## config.mk

```make
export PLATFORM = sky130hd
export DESIGN_NAME = fetch_queue_flat
export DESIGN_NICKNAME = d
export VERILOG_FILES = /design/src/rtl/core_pkg.sv /design/src/rtl/fetch_queue_if.sv /design/src/rtl/fetch_queue_req_fifo.sv /design/src/rtl/fetch_queue.sv /design/src/flat_wrapper.sv
export SDC_FILE = /design/constraint.sdc
export NUM_CORES = 1
export LEC_CHECK = 0
export CORE_ASPECT_RATIO = 0.75
export CORE_MARGIN = 3
export CORE_UTILIZATION = 55
export DETAILED_ROUTE_END_ITERATION = 6
export PLACE_DENSITY = 0.78
export SLEW_MARGIN = 20
export SYNTH_ARGS = -nofsm -noshare
export SYNTH_HDL_FRONTEND = slang
export SYNTH_HIERARCHICAL = 1
export SYNTH_SLANG_ARGS = --single-unit
export TNS_END_PERCENT = 10
```

## constraint.sdc

```tcl
create_clock -name clk_i -period 16.7 [get_ports clk_i]
set_clock_uncertainty 0.05 [all_clocks]
set_input_delay 3.34 -clock clk_i [delete_from_list [all_inputs] [get_ports clk_i]]
set_output_delay 3.34 -clock clk_i [all_outputs]
set_load 0.05 [all_outputs]
```

## src/rtl/core_pkg.sv

```systemverilog
`default_nettype none
// ============================================================================
// Module   : core_pkg
// Brief    : Shared core widths and fetch-path record types.
// Revision : 1.0 - initial release
// ============================================================================
package core_pkg;

  localparam int XLEN                = 32;
  localparam int FETCH_WIDTH_DEFAULT = 2;
  // Wide enough for fetch blocks of up to 16 instructions.
  localparam int LANE_IDX_W          = 4;

  typedef struct packed {
    logic [XLEN-1:0] pc;
    logic [XLEN-1:0] instr;
  } fetch_entry_t;

  typedef struct packed {
    logic [XLEN-1:0]       base;
    logic [LANE_IDX_W-1:0] start_lane;
  } fetch_tag_t;

endpackage
`default_nettype wire

```

## src/rtl/fetch_queue_if.sv

```systemverilog
`default_nettype none
// ============================================================================
// Module   : fetch_queue_if
// Brief    : Instruction-memory request/response bus plus the decode handshake.
// Revision : 1.0 - initial release
// ============================================================================
interface fetch_queue_if #(
  parameter int FETCH_WIDTH = 2,
  parameter int ADDR_WIDTH  = 32,
  parameter int INSTR_WIDTH = 32
);
  logic                               imem_req_o;
  logic [ADDR_WIDTH-1:0]              imem_addr_o;
  logic                               imem_gnt_i;
  logic                               imem_rvalid_i;
  logic [FETCH_WIDTH*INSTR_WIDTH-1:0] imem_rdata_i;
  logic [FETCH_WIDTH-1:0]             if_valid_o;
  logic [FETCH_WIDTH*ADDR_WIDTH-1:0]  if_pc_o;
  logic [FETCH_WIDTH*INSTR_WIDTH-1:0] if_instr_o;
  logic                               if_ready_i;

  modport master (
    output imem_req_o, imem_addr_o,
    input  imem_gnt_i, imem_rvalid_i, imem_rdata_i,
    output if_valid_o, if_pc_o, if_instr_o,
    input  if_ready_i
  );

  modport slave (
    input  imem_req_o, imem_addr_o,
    output imem_gnt_i, imem_rvalid_i, imem_rdata_i,
    input  if_valid_o, if_pc_o, if_instr_o,
    output if_ready_i
  );
endinterface
`default_nettype wire

```

## src/rtl/fetch_queue_req_fifo.sv

```systemverilog
`default_nettype none
// ============================================================================
// Module   : fetch_req_fifo
// Brief    : Small FIFO of in-flight fetch tags with synchronous flush.
// Revision : 1.0 - initial release
// ============================================================================
module fetch_req_fifo
  import core_pkg::*;
#(
  parameter int DEPTH = 2
) (
  input  logic       clk_i,
  input  logic       rst_ni,
  input  logic       flush_i,
  input  logic       push_i,
  input  fetch_tag_t push_tag_i,
  input  logic       pop_i,
  output fetch_tag_t head_o,
  output logic       empty_o,
  output logic       full_o
);
  localparam int                 c_ptr_w = (DEPTH > 1) ? $clog2(DEPTH) : 1;
  localparam int                 c_cnt_w = $clog2(DEPTH + 1);
  localparam logic [c_ptr_w-1:0] c_last  = c_ptr_w'(DEPTH - 1);

  fetch_tag_t         r_mem [DEPTH];
  logic [c_ptr_w-1:0] r_wptr;
  logic [c_ptr_w-1:0] r_rptr;
  logic [c_cnt_w-1:0] r_cnt;
  logic               w_push;
  logic               w_pop;

  function automatic logic [c_ptr_w-1:0] f_next(input logic [c_ptr_w-1:0] p);
    return (p == c_last) ? '0 : p + c_ptr_w'(1);
  endfunction

  assign empty_o = (r_cnt == '0);
  assign full_o  = (r_cnt == c_cnt_w'(DEPTH));
  assign w_push  = push_i & ~full_o;
  assign w_pop   = pop_i & ~empty_o;
  assign head_o  = r_mem[r_rptr];

  always_ff @(posedge clk_i or negedge rst_ni) begin
    if (!rst_ni) begin
      r_wptr <= '0;
      r_rptr <= '0;
      r_cnt  <= '0;
    end else if (flush_i) begin
      r_wptr <= '0;
      r_rptr <= '0;
      r_cnt  <= '0;
    end else begin
      if (w_push) r_wptr <= f_next(r_wptr);
      if (w_pop)  r_rptr <= f_next(r_rptr);
      r_cnt <= r_cnt + c_cnt_w'(w_push) - c_cnt_w'(w_pop);
    end
  end

  always_ff @(posedge clk_i) begin
    if (w_push) r_mem[r_wptr] <= push_tag_i;
  end

endmodule
`default_nettype wire

```

## src/rtl/fetch_queue.sv

```systemverilog
`default_nettype none
// ============================================================================
// Module   : fetch_queue
// Brief    : Decoupled fetch front end: credit-gated block requests, circular
//            instruction queue, multi-lane decode presentation, redirect flush.
// Revision : 1.0 - initial release
// ============================================================================
module fetch_queue
  import core_pkg::*;
#(
  parameter int                    FETCH_WIDTH  = FETCH_WIDTH_DEFAULT,
  parameter int                    ADDR_WIDTH   = XLEN,
  parameter int                    INSTR_WIDTH  = XLEN,
  parameter int                    QUEUE_DEPTH  = 8,
  parameter int                    MAX_INFLIGHT = 2,
  parameter logic [ADDR_WIDTH-1:0] RESET_PC     = '0
) (
  input  logic                          clk_i,
  input  logic                          rst_ni,
  input  logic                          fetch_en_i,
  input  logic                          redirect_i,
  input  logic [ADDR_WIDTH-1:0]         redirect_pc_i,
  fetch_queue_if.master                 bus,
  output logic [$clog2(QUEUE_DEPTH):0]  occupancy_o
);
  localparam int c_ptr_w     = $clog2(QUEUE_DEPTH);
  localparam int c_cnt_w     = c_ptr_w + 1;
  localparam int c_blk_bytes = FETCH_WIDTH * 4;
  localparam int c_off_bits  = $clog2(c_blk_bytes);
  localparam int c_out_w     = $clog2(MAX_INFLIGHT + 1);
  localparam logic [c_cnt_w-1:0] c_fw_cnt = c_cnt_w'(FETCH_WIDTH);

  logic [ADDR_WIDTH-1:0] r_pc;
  logic [c_out_w-1:0]    r_outstanding;
  logic [c_out_w-1:0]    r_drop;
  logic [c_ptr_w-1:0]    r_wptr;
  logic [c_ptr_w-1:0]    r_rptr;
  logic [c_cnt_w-1:0]    r_count;
  fetch_entry_t          r_queue [QUEUE_DEPTH];

  logic [ADDR_WIDTH-1:0] w_base;
  logic [LANE_IDX_W-1:0] w_start_lane;
  logic [31:0]           w_free;
  logic [31:0]           w_need;
  logic                  w_req;
  logic                  w_fire;
  logic                  w_deliver;
  logic [c_cnt_w-1:0]    w_enq_cnt;
  logic [c_cnt_w-1:0]    w_deq_cnt;
  logic [c_out_w-1:0]    w_rvalid_cnt;
  fetch_tag_t            w_head;
  logic                  w_tag_empty;
  logic                  w_tag_full;

  assign w_base       = {r_pc[ADDR_WIDTH-1:c_off_bits], {c_off_bits{1'b0}}};
  assign w_start_lane = LANE_IDX_W'((r_pc & ADDR_WIDTH'(c_blk_bytes - 1)) >> 2);

  // Credit: reserve a full block of space for every request that could land.
  assign w_free = 32'(QUEUE_DEPTH) - 32'(r_count);
  assign w_need = (32'(r_outstanding) + 32'd1) * 32'(FETCH_WIDTH);
  assign w_req  = rst_ni & fetch_en_i & ~redirect_i & ~w_tag_full
                & (32'(r_outstanding) < 32'(MAX_INFLIGHT)) & (w_free >= w_need);
  assign w_fire = w_req & bus.imem_gnt_i;

  assign w_rvalid_cnt = c_out_w'(bus.imem_rvalid_i);
  assign w_deliver    = bus.imem_rvalid_i & ~redirect_i & (r_drop == '0) & ~w_tag_empty;
  assign w_enq_cnt    = w_deliver ? c_cnt_w'(FETCH_WIDTH - int'(w_head.start_lane)) : '0;
  assign w_deq_cnt    = (bus.if_ready_i & ~redirect_i)
                      ? ((r_count < c_fw_cnt) ? r_count : c_fw_cnt) : '0;

  assign bus.imem_req_o  = w_req;
  assign bus.imem_addr_o = w_base;
  assign occupancy_o     = r_count;

  fetch_req_fifo #(
    .DEPTH (MAX_INFLIGHT)
  ) u_req_fifo (
    .clk_i      (clk_i),
    .rst_ni     (rst_ni),
    .flush_i    (redirect_i),
    .push_i     (w_fire),
    .push_tag_i ('{base: XLEN'(w_base), start_lane: w_start_lane}),
    .pop_i      (w_deliver),
    .head_o     (w_head),
    .empty_o    (w_tag_empty),
    .full_o     (w_tag_full)
  );

  always_ff @(posedge clk_i or negedge rst_ni) begin
    if (!rst_ni) begin
      r_pc          <= RESET_PC;
      r_outstanding <= '0;
      r_drop        <= '0;
      r_wptr        <= '0;
      r_rptr        <= '0;
      r_count       <= '0;
    end else if (redirect_i) begin
      // Everything still owed after this cycle belongs to the old path.
      r_pc          <= redirect_pc_i;
      r_outstanding <= r_outstanding - w_rvalid_cnt;
      r_drop        <= r_outstanding - w_rvalid_cnt;
      r_rptr        <= r_wptr;
      r_count       <= '0;
    end else begin
      if (w_fire) r_pc <= w_base + ADDR_WIDTH'(c_blk_bytes);
      r_outstanding <= r_outstanding + c_out_w'(w_fire) - w_rvalid_cnt;
      if (bus.imem_rvalid_i && (r_drop != '0)) r_drop <= r_drop - c_out_w'(1);
      r_wptr  <= r_wptr + c_ptr_w'(w_enq_cnt);
      r_rptr  <= r_rptr + c_ptr_w'(w_deq_cnt);
      r_count <= r_count + w_enq_cnt - w_deq_cnt;
    end
  end

  always_ff @(posedge clk_i) begin
    if (w_deliver) begin
      for (int i = 0; i < FETCH_WIDTH; i++) begin
        if (i >= int'(w_head.start_lane)) begin
          r_queue[r_wptr + c_ptr_w'(i - int'(w_head.start_lane))].pc <=
            XLEN'(w_head.base[ADDR_WIDTH-1:0] + ADDR_WIDTH'(4 * i));
          r_queue[r_wptr + c_ptr_w'(i - int'(w_head.start_lane))].instr <=
            XLEN'(bus.imem_rdata_i[i*INSTR_WIDTH +: INSTR_WIDTH]);
        end
      end
    end
  end

  for (genvar g = 0; g < FETCH_WIDTH; g++) begin : g_lane
    fetch_entry_t w_ent;
    logic         w_valid;
    assign w_ent   = r_queue[r_rptr + c_ptr_w'(g)];
    assign w_valid = (r_count > c_cnt_w'(g));
    assign bus.if_valid_o[g] = w_valid;
    assign bus.if_pc_o[g*ADDR_WIDTH +: ADDR_WIDTH] =
      w_valid ? w_ent.pc[ADDR_WIDTH-1:0] : '0;
    assign bus.if_instr_o[g*INSTR_WIDTH +: INSTR_WIDTH] =
      w_valid ? w_ent.instr[INSTR_WIDTH-1:0] : '0;
  end

endmodule
`default_nettype wire

```

## src/flat_wrapper.sv

```systemverilog
// flat-port wrapper written by rule: the top's interface ports become plain ports
module fetch_queue_flat import core_pkg::*;
#(
  parameter int                    FETCH_WIDTH  = FETCH_WIDTH_DEFAULT,
  parameter int                    ADDR_WIDTH   = XLEN,
  parameter int                    INSTR_WIDTH  = XLEN,
  parameter int                    QUEUE_DEPTH  = 8,
  parameter int                    MAX_INFLIGHT = 2,
  parameter logic [ADDR_WIDTH-1:0] RESET_PC     = '0
)
  (clk_i, rst_ni, fetch_en_i, redirect_i, redirect_pc_i, occupancy_o, bus_imem_req_o, bus_imem_addr_o, bus_imem_gnt_i, bus_imem_rvalid_i, bus_imem_rdata_i, bus_if_valid_o, bus_if_pc_o, bus_if_instr_o, bus_if_ready_i);
  fetch_queue_if #(.FETCH_WIDTH(FETCH_WIDTH), .ADDR_WIDTH(ADDR_WIDTH), .INSTR_WIDTH(INSTR_WIDTH)) bus_i ();
  input  logic clk_i;
  input  logic rst_ni;
  input  logic fetch_en_i;
  input  logic redirect_i;
  input  logic [ADDR_WIDTH-1:0] redirect_pc_i;
  output logic [$clog2(QUEUE_DEPTH):0] occupancy_o;
  output wire logic [$bits(bus_i.imem_req_o)-1:0] bus_imem_req_o;
  output wire logic [$bits(bus_i.imem_addr_o)-1:0] bus_imem_addr_o;
  input wire logic [$bits(bus_i.imem_gnt_i)-1:0] bus_imem_gnt_i;
  input wire logic [$bits(bus_i.imem_rvalid_i)-1:0] bus_imem_rvalid_i;
  input wire logic [$bits(bus_i.imem_rdata_i)-1:0] bus_imem_rdata_i;
  output wire logic [$bits(bus_i.if_valid_o)-1:0] bus_if_valid_o;
  output wire logic [$bits(bus_i.if_pc_o)-1:0] bus_if_pc_o;
  output wire logic [$bits(bus_i.if_instr_o)-1:0] bus_if_instr_o;
  input wire logic [$bits(bus_i.if_ready_i)-1:0] bus_if_ready_i;
  assign bus_imem_req_o = bus_i.imem_req_o;
  assign bus_imem_addr_o = bus_i.imem_addr_o;
  assign bus_i.imem_gnt_i = bus_imem_gnt_i;
  assign bus_i.imem_rvalid_i = bus_imem_rvalid_i;
  assign bus_i.imem_rdata_i = bus_imem_rdata_i;
  assign bus_if_valid_o = bus_i.if_valid_o;
  assign bus_if_pc_o = bus_i.if_pc_o;
  assign bus_if_instr_o = bus_i.if_instr_o;
  assign bus_i.if_ready_i = bus_if_ready_i;
  fetch_queue #(.FETCH_WIDTH(FETCH_WIDTH), .ADDR_WIDTH(ADDR_WIDTH), .INSTR_WIDTH(INSTR_WIDTH), .QUEUE_DEPTH(QUEUE_DEPTH), .MAX_INFLIGHT(MAX_INFLIGHT), .RESET_PC(RESET_PC)) u_core (.clk_i(clk_i), .rst_ni(rst_ni), .fetch_en_i(fetch_en_i), .redirect_i(redirect_i), .redirect_pc_i(redirect_pc_i), .bus(bus_i), .occupancy_o(occupancy_o));
endmodule
```

# Word level (Yosys, flattened, before mapping)
# Memories as Yosys holds them, arrays and structs flattened.
# Cells that the tools add are included.
# op_classes
magnitude_cmp	7
n_eq_ne	1
muxes	29
add_sub_neg	22
reduce_logical	8
bitwise	15
# ops
op	count
$mux W32	6
$add A32 B3 Y32 const B	1
$add A32 B4 Y32 const B	1
$ge A32 B32 Y1	1
$mux W4	4
$mux W1	14
$add A3 B3 Y3	4
$and A1 B1 Y1	12
$reduce_bool A2 Y1	5
$ge A1 B4 Y1 const A	2
$gt A4 B1 Y1 const B	2
$mux W2	4
$sub A1 B3 Y3 const A	2
$sub A2 B1 Y2	3
$sub A4 B4 Y5 const A	1
$add A2 B1 Y2	2
$add A4 B4 Y4	1
$logic_not A2 Y1	2
$lt A4 B2 Y1 const B	1
$sub A2 B4 Y4 const A	1
$sub A4 B4 Y4	1
$add A2 B1 Y3 const B	1
$add A3 B1 Y3 const B	1
$mux W3	1
other kinds (6)	9
# word_totals
register_bits	50
out_inout_bits	167
memories	2
word_cells	93
ramBits	572
# mem_list
name	words	word_bits	read_ports	rd_ports_with_merged_regs	wr	line_no	text
u_core.r_queue	8	64	2	0	2	fetch_queue.sv:39	fetch_entry_t r_queue [QUEUE_DEPTH];
u_core.u_req_fifo.r_mem	2	30	1	0	1	fetch_queue_req_fifo.sv:26	fetch_tag_t r_mem [DEPTH];

# Depth between registers and ports, before layout
# logic_depth
depth_word	10
depth_mapped	17

# Cells and area by module
# The synthesis kept the hierarchy.
# by_module_without_submodules
mod	seq_area_each_um2	area_per_inst_um2	n_inst	cells_each
fetch_queue	16475.8	34008.9	1	3093
fetch_req_fifo	2262.2	2825.2	1	137

# Least setup slack after synthesis
# No wires, ideal clock.
# synth_timing
path_kind	input-to-reg
from	input port redirect_i
to	memory u_core/r_queue[1][0] in the netlist's numbering, enable pin
stages	6
path_buffers	1
t_arrival_ns	8.862
setup_slack_ns	7.214
t_required_ns	16.076
cell_sequence	buf_6 > nand4bb_4 > nor4b_1 > nor2b_1 > nand2b_1 > o21ai_0
# synth_rtl
element	line_no	text
start: declaration	flat_wrapper.sv:16	input logic redirect_i;
end: declaration	fetch_queue.sv:39	

# Final worst setup path
# layout_timing
from	register u_core.r_rptr[0]
to	output port bus_if_pc_o[54]
# layout_between
elab_chain_cells	3
# layout_rtl
element	line_no	text
start: declaration	fetch_queue.sv:37	logic [c_ptr_w-1:0] r_rptr;
start signal: assignment	fetch_queue.sv:102	r_rptr <= r_wptr;
start signal: assignment	fetch_queue.sv:109	r_rptr <= r_rptr + c_ptr_w'(w_deq_cnt);
$add A3 B1 Y3	fetch_queue.sv:130	assign w_ent = r_queue[r_rptr + c_ptr_w'(g)];
$mem_v2 Z8 W64	n/a	
$mux W32	fetch_queue.sv:134	w_valid ? w_ent.pc[ADDR_WIDTH-1:0] : '0;
end: declaration	flat_wrapper.sv:25	output wire logic [$bits(bus_i.if_pc_o)-1:0] bus_if_pc_o;
# Every way passes these cells.

==> qor.tcl <==
set qor(wl_per_cell_um) 26.3
set qor(die_x_um) 305
set qor(die_height_um) 230
set qor(gp_congestion) 0.822
set qor(dr.first_iter.drc_count) 3603
set qor(number_of_i_o_pins) 270
set qor(worstSetupPathDepth) 6
set qor(grt_pass1_vias) 27200
set qor(power_switching_share) 0.365
set qor(cts_resized) 0
set qor(avgSynthCellArea_um2) 11.4
set qor(yosys_most_used_dff) {edfxtp_1}
set qor(criticalPathCategory) {flip-flop to output port}
set qor(power_density_nw_per_um2) 118
set qor(drcViolationCount) 2
set qor(min_path_type) {flip-flop to flip-flop}
set qor(timing.critical_path.from_type) {flip-flop}
set qor(synth_seq_area_share) 0.509
set qor(synthArstFlopShare) 0.0759
set qor(timing.critical_path.max_delay_family) {buffers and inverters}
set qor(floorplan.initialDensity) 0.560
set qor(worst_skew_pair.late_latency_ns) 0.61
set qor(cts_tree) {yes}
set qor(final_cell_mix) {1129 x nand2_1, 584 x edfxtp_1, 262 x clkdlybuf4s50_1}
set qor(fin_nets) 3432
set qor(critical_path.endpoint) {bus_if_pc_o[54]}
set qor(whs_path_depth) 0
set qor(drv_cap) 0
set qor(total_switching_power_mw) 1.79
set qor(r2r_end) {u_core/r_queue[3][23]}
set qor(yosys_register_bits) 632
set qor(finalMaxSlewViolations) 0
set qor(clk_path_buf_depth) 3
set qor(worst_ep_arrival_time_ns) 5.26
set qor(number_of_unique_standard_cell_types_used_by_synthesis) 63
set qor(core_area_um2) 65800
set qor(layout.cells.most_common) {nand2_1}
set qor(floorplan.die_area_um2) 70100
set qor(final-hold-violation-count) 0
set qor(p_comb_frac) 0.339
set qor(tns_ns) 0
set qor(critical-path-slowest-cell) {dfrtp_4}
set qor(cts_inserted_buffers) 67
set qor(grt_start_max_net_pins) 141
set qor(worst-slew-pin-transition_ns) 1.23
set qor(cts.sinks) 632
set qor(layout-drive-gt1-share) 0.146
set qor(grt_setup_unrepaired) {no}
set qor(post_synth_edffs) 584
set qor(layout_worst_path_cycle_share) 0.518
set qor(p_int_mw) 3.12
set qor(worst-r2r-cell-count) 10
set qor(clk_pin_slew_ns) 0.06
set qor(fmaxAchievable_mhz) 116
set qor(route.detailed.vias_per_inst) 6.46
set qor(final_number_of_setup_violating_endpoints) 0
set qor(power.share.clock) 0.292
set qor(number_of_antenna_violations_at_the_first_check_in_global_routing) 6
set qor(seq_power_share) 0.368
set qor(post_cts_setup_buffers) 0
set qor(cp_cell_sequence) {ha_4 -> buf_4 -> mux4_2 -> nand2_1 -> a21oi_1 -> clkdlybuf4s50_1}
set qor(syn2layout_area_growth_pct) 13.3
set qor(element_type_at_the_critical_path_end) {output port}
set qor(max-vdd-ir-drop_v) 0.0000833
set qor(routed_wl_um) 111000
set qor(first_pass_iters) 7
set qor(syn_inst_count) 3230
set qor(violations_in_the_final_reports) {design-rule violations}
set qor(worst_path_largest_cell_delay_ns) 0.98
set qor(grt.total_usage) 0.309
set qor(slew_headroom) 0.179
set qor(final_period_minus_worst_setup_slack_ns) 8.65
set qor(rows) 81
set qor(critPathLaunch) {u_core/r_rptr[0]}
set qor(rrSetupSlack_ns) 11.17
set qor(power.leakage_nw) 14.6
set qor(clock-root-buffer) {clkbuf_16}
set qor(yosys_warnings) 6
set qor(netlist_area_um2) 36800
set qor(post-dp-hpwl_um) 62200
set qor(via_count) 27300
set qor(wire_length_of_the_first_global_routing_pass_um) 164000
set qor(cts.hold.buffers_added) 0
set qor(htree_levels) 3
set qor(critical_path.reg2reg.startpoint) {u_core/u_req_fifo/r_rptr}
set qor(port_buffers) 264
set qor(run_status) {finished, violations left}
set qor(post-layout-total-power_mw) 4.91
set qor(cp_data_required_time_ns) 13.31
set qor(route.antenna.remaining_nets) 0
set qor(critPathBufInv) 2
set qor(crit_fanout) 54
set qor(grt_remaining_overflow) 0
## how the worst min path moves through the flow
stage / startpoint / endpoint / slack [ns]
after floorplan: u_core/r_pc[2] / u_core/u_req_fifo/r_mem[0][0] / 0.39
after global placement: u_core/r_pc[2] / u_core/u_req_fifo/r_mem[1][0] / 0.41
after detailed placement: u_core/r_pc[2] / u_core/u_req_fifo/r_mem[1][0] / 0.41
after CTS: u_core/r_pc[2] / u_core/u_req_fifo/r_mem[0][0] / 0.44
after global routing: u_core/r_pc[2] / u_core/u_req_fifo/r_mem[1][0] / 0.44
final: u_core/r_pc[2] / u_core/u_req_fifo/r_mem[1][0] / 0.44
## area by class of cell
type / count / area (µm²)
Clock inverter: 34 / 265
Sequential cell: 632 / 18800
Fill cell: 4673 / 24100
Tap cell: 871 / 1090
Timing Repair Buffer: 309 / 3010
Clock buffer: 87 / 1830
Inverter: 46 / 173
Antenna cell: 1 / 2.50
Multi-Input combinational cell: 2239 / 16600
## per-layer routing
metal,part of all wire,global-route usage,vias up
met2,0.48,0.502,2112
met5,0.00062,0,-
met1,0.34,0.400,13400
li1,-,-,11400
met3,0.14,0.0832,389
met4,0.041,0.123,10
## per-stage QoR
| stage | cell area, µm² | worst slack [ns] | hold WS, ns | util | cells |
|---|---|---|---|---|---|
| 2_1_floorplan | 36900 | 7.21 | 0.392 | - | 3244 |
| 3_3_place_gp | 39600 | 8.23 | 0.409 | 0.602 | 4095 |
| 3_5_place_dp | 39600 | 8.19 | 0.412 | 0.602 | 4096 |
| 4_1_cts | 41700 | 8.04 | 0.438 | 0.634 | 4217 |
| 5_1_grt | 41700 | 7.75 | 0.442 | 0.634 | 4218 |
| 6_report | 41700 | 8.05 | 0.439 | 0.634 | 4219 |
## synth_stat cells (all sizes together), types with 3 or more instances
library cell	number	area (µm²)
nand2	1129	4240
edfxtp	584	17500
mux4	256	5770
xnor2	199	1760
buf	191	1060
nor2	143	544
clkbuf	136	510
mux2i	75	751
a21oi	69	345
xor2	57	499
dfrtp	48	1200
inv	46	173
mux2	45	507
o21ai	39	195
ha	28	350
nor3	24	150
nand3	22	140
and3	19	120
nand4	17	106
a221o	10	100
nand2b	10	65.1
and4	9	78.8
nor2b	9	56.3
and2	7	43.8
fa	6	120
nor4	6	43.8
or3	6	37.5
o31a	4	35.0
a2111oi	3	26.3
nor3b	3	22.5
## sequential cells by signal, summed over array words and instances (netlist names)
name / count
u_core/occupancy_o: 4
u_core/r_drop: 2
u_core/r_outstanding: 2
u_core/r_pc: 30
u_core/r_queue: 512
u_core/r_rptr: 3
u_core/r_wptr: 3
u_core/u_req_fifo/r_cnt: 2
u_core/u_req_fifo/r_mem: 72
u_core/u_req_fifo/r_rptr: 1
u_core/u_req_fifo/r_wptr: 1
## worst reg2reg max path: stages, from the launching register on
cell and delay, ns:
dfrtp_2 0.97, mux2_2 0.50, ha_1 0.30, inv_1 0.04, ha_1 0.19, xnor2_1 0.37
xnor2_2 0.31, or3_2 0.54, buf_4 0.40, o21ai_4 0.59, buf_4 0.87
## power by group through the flow
stage / registers (mW) / clock network (mW) / logic [mW]
after floorplan: 1.81 / 0 / 1.18
after global placement: 1.84 / 0 / 1.63
after detailed placement: 1.84 / 0 / 1.65
after CTS: 1.81 / 1.45 / 1.66
after global routing: 1.81 / 1.51 / 1.73
final: 1.81 / 1.44 / 1.67
## cell families (layout without fill, tap and decap cells)
group           Yosys count  in the layout  share of synthesized area
compound gates          143            143                     0.0229
xor+xnor                256            256                     0.0613
fa+ha+maj                34             34                     0.0128
buf+inv                 373            476                     0.0474
flops                   632            632                      0.509
mux                     376            376                      0.191
other cells               2             17                   0.000204
simple gates           1414           1414                      0.156
No activity file was read; power rests on OpenSTA's default activity.
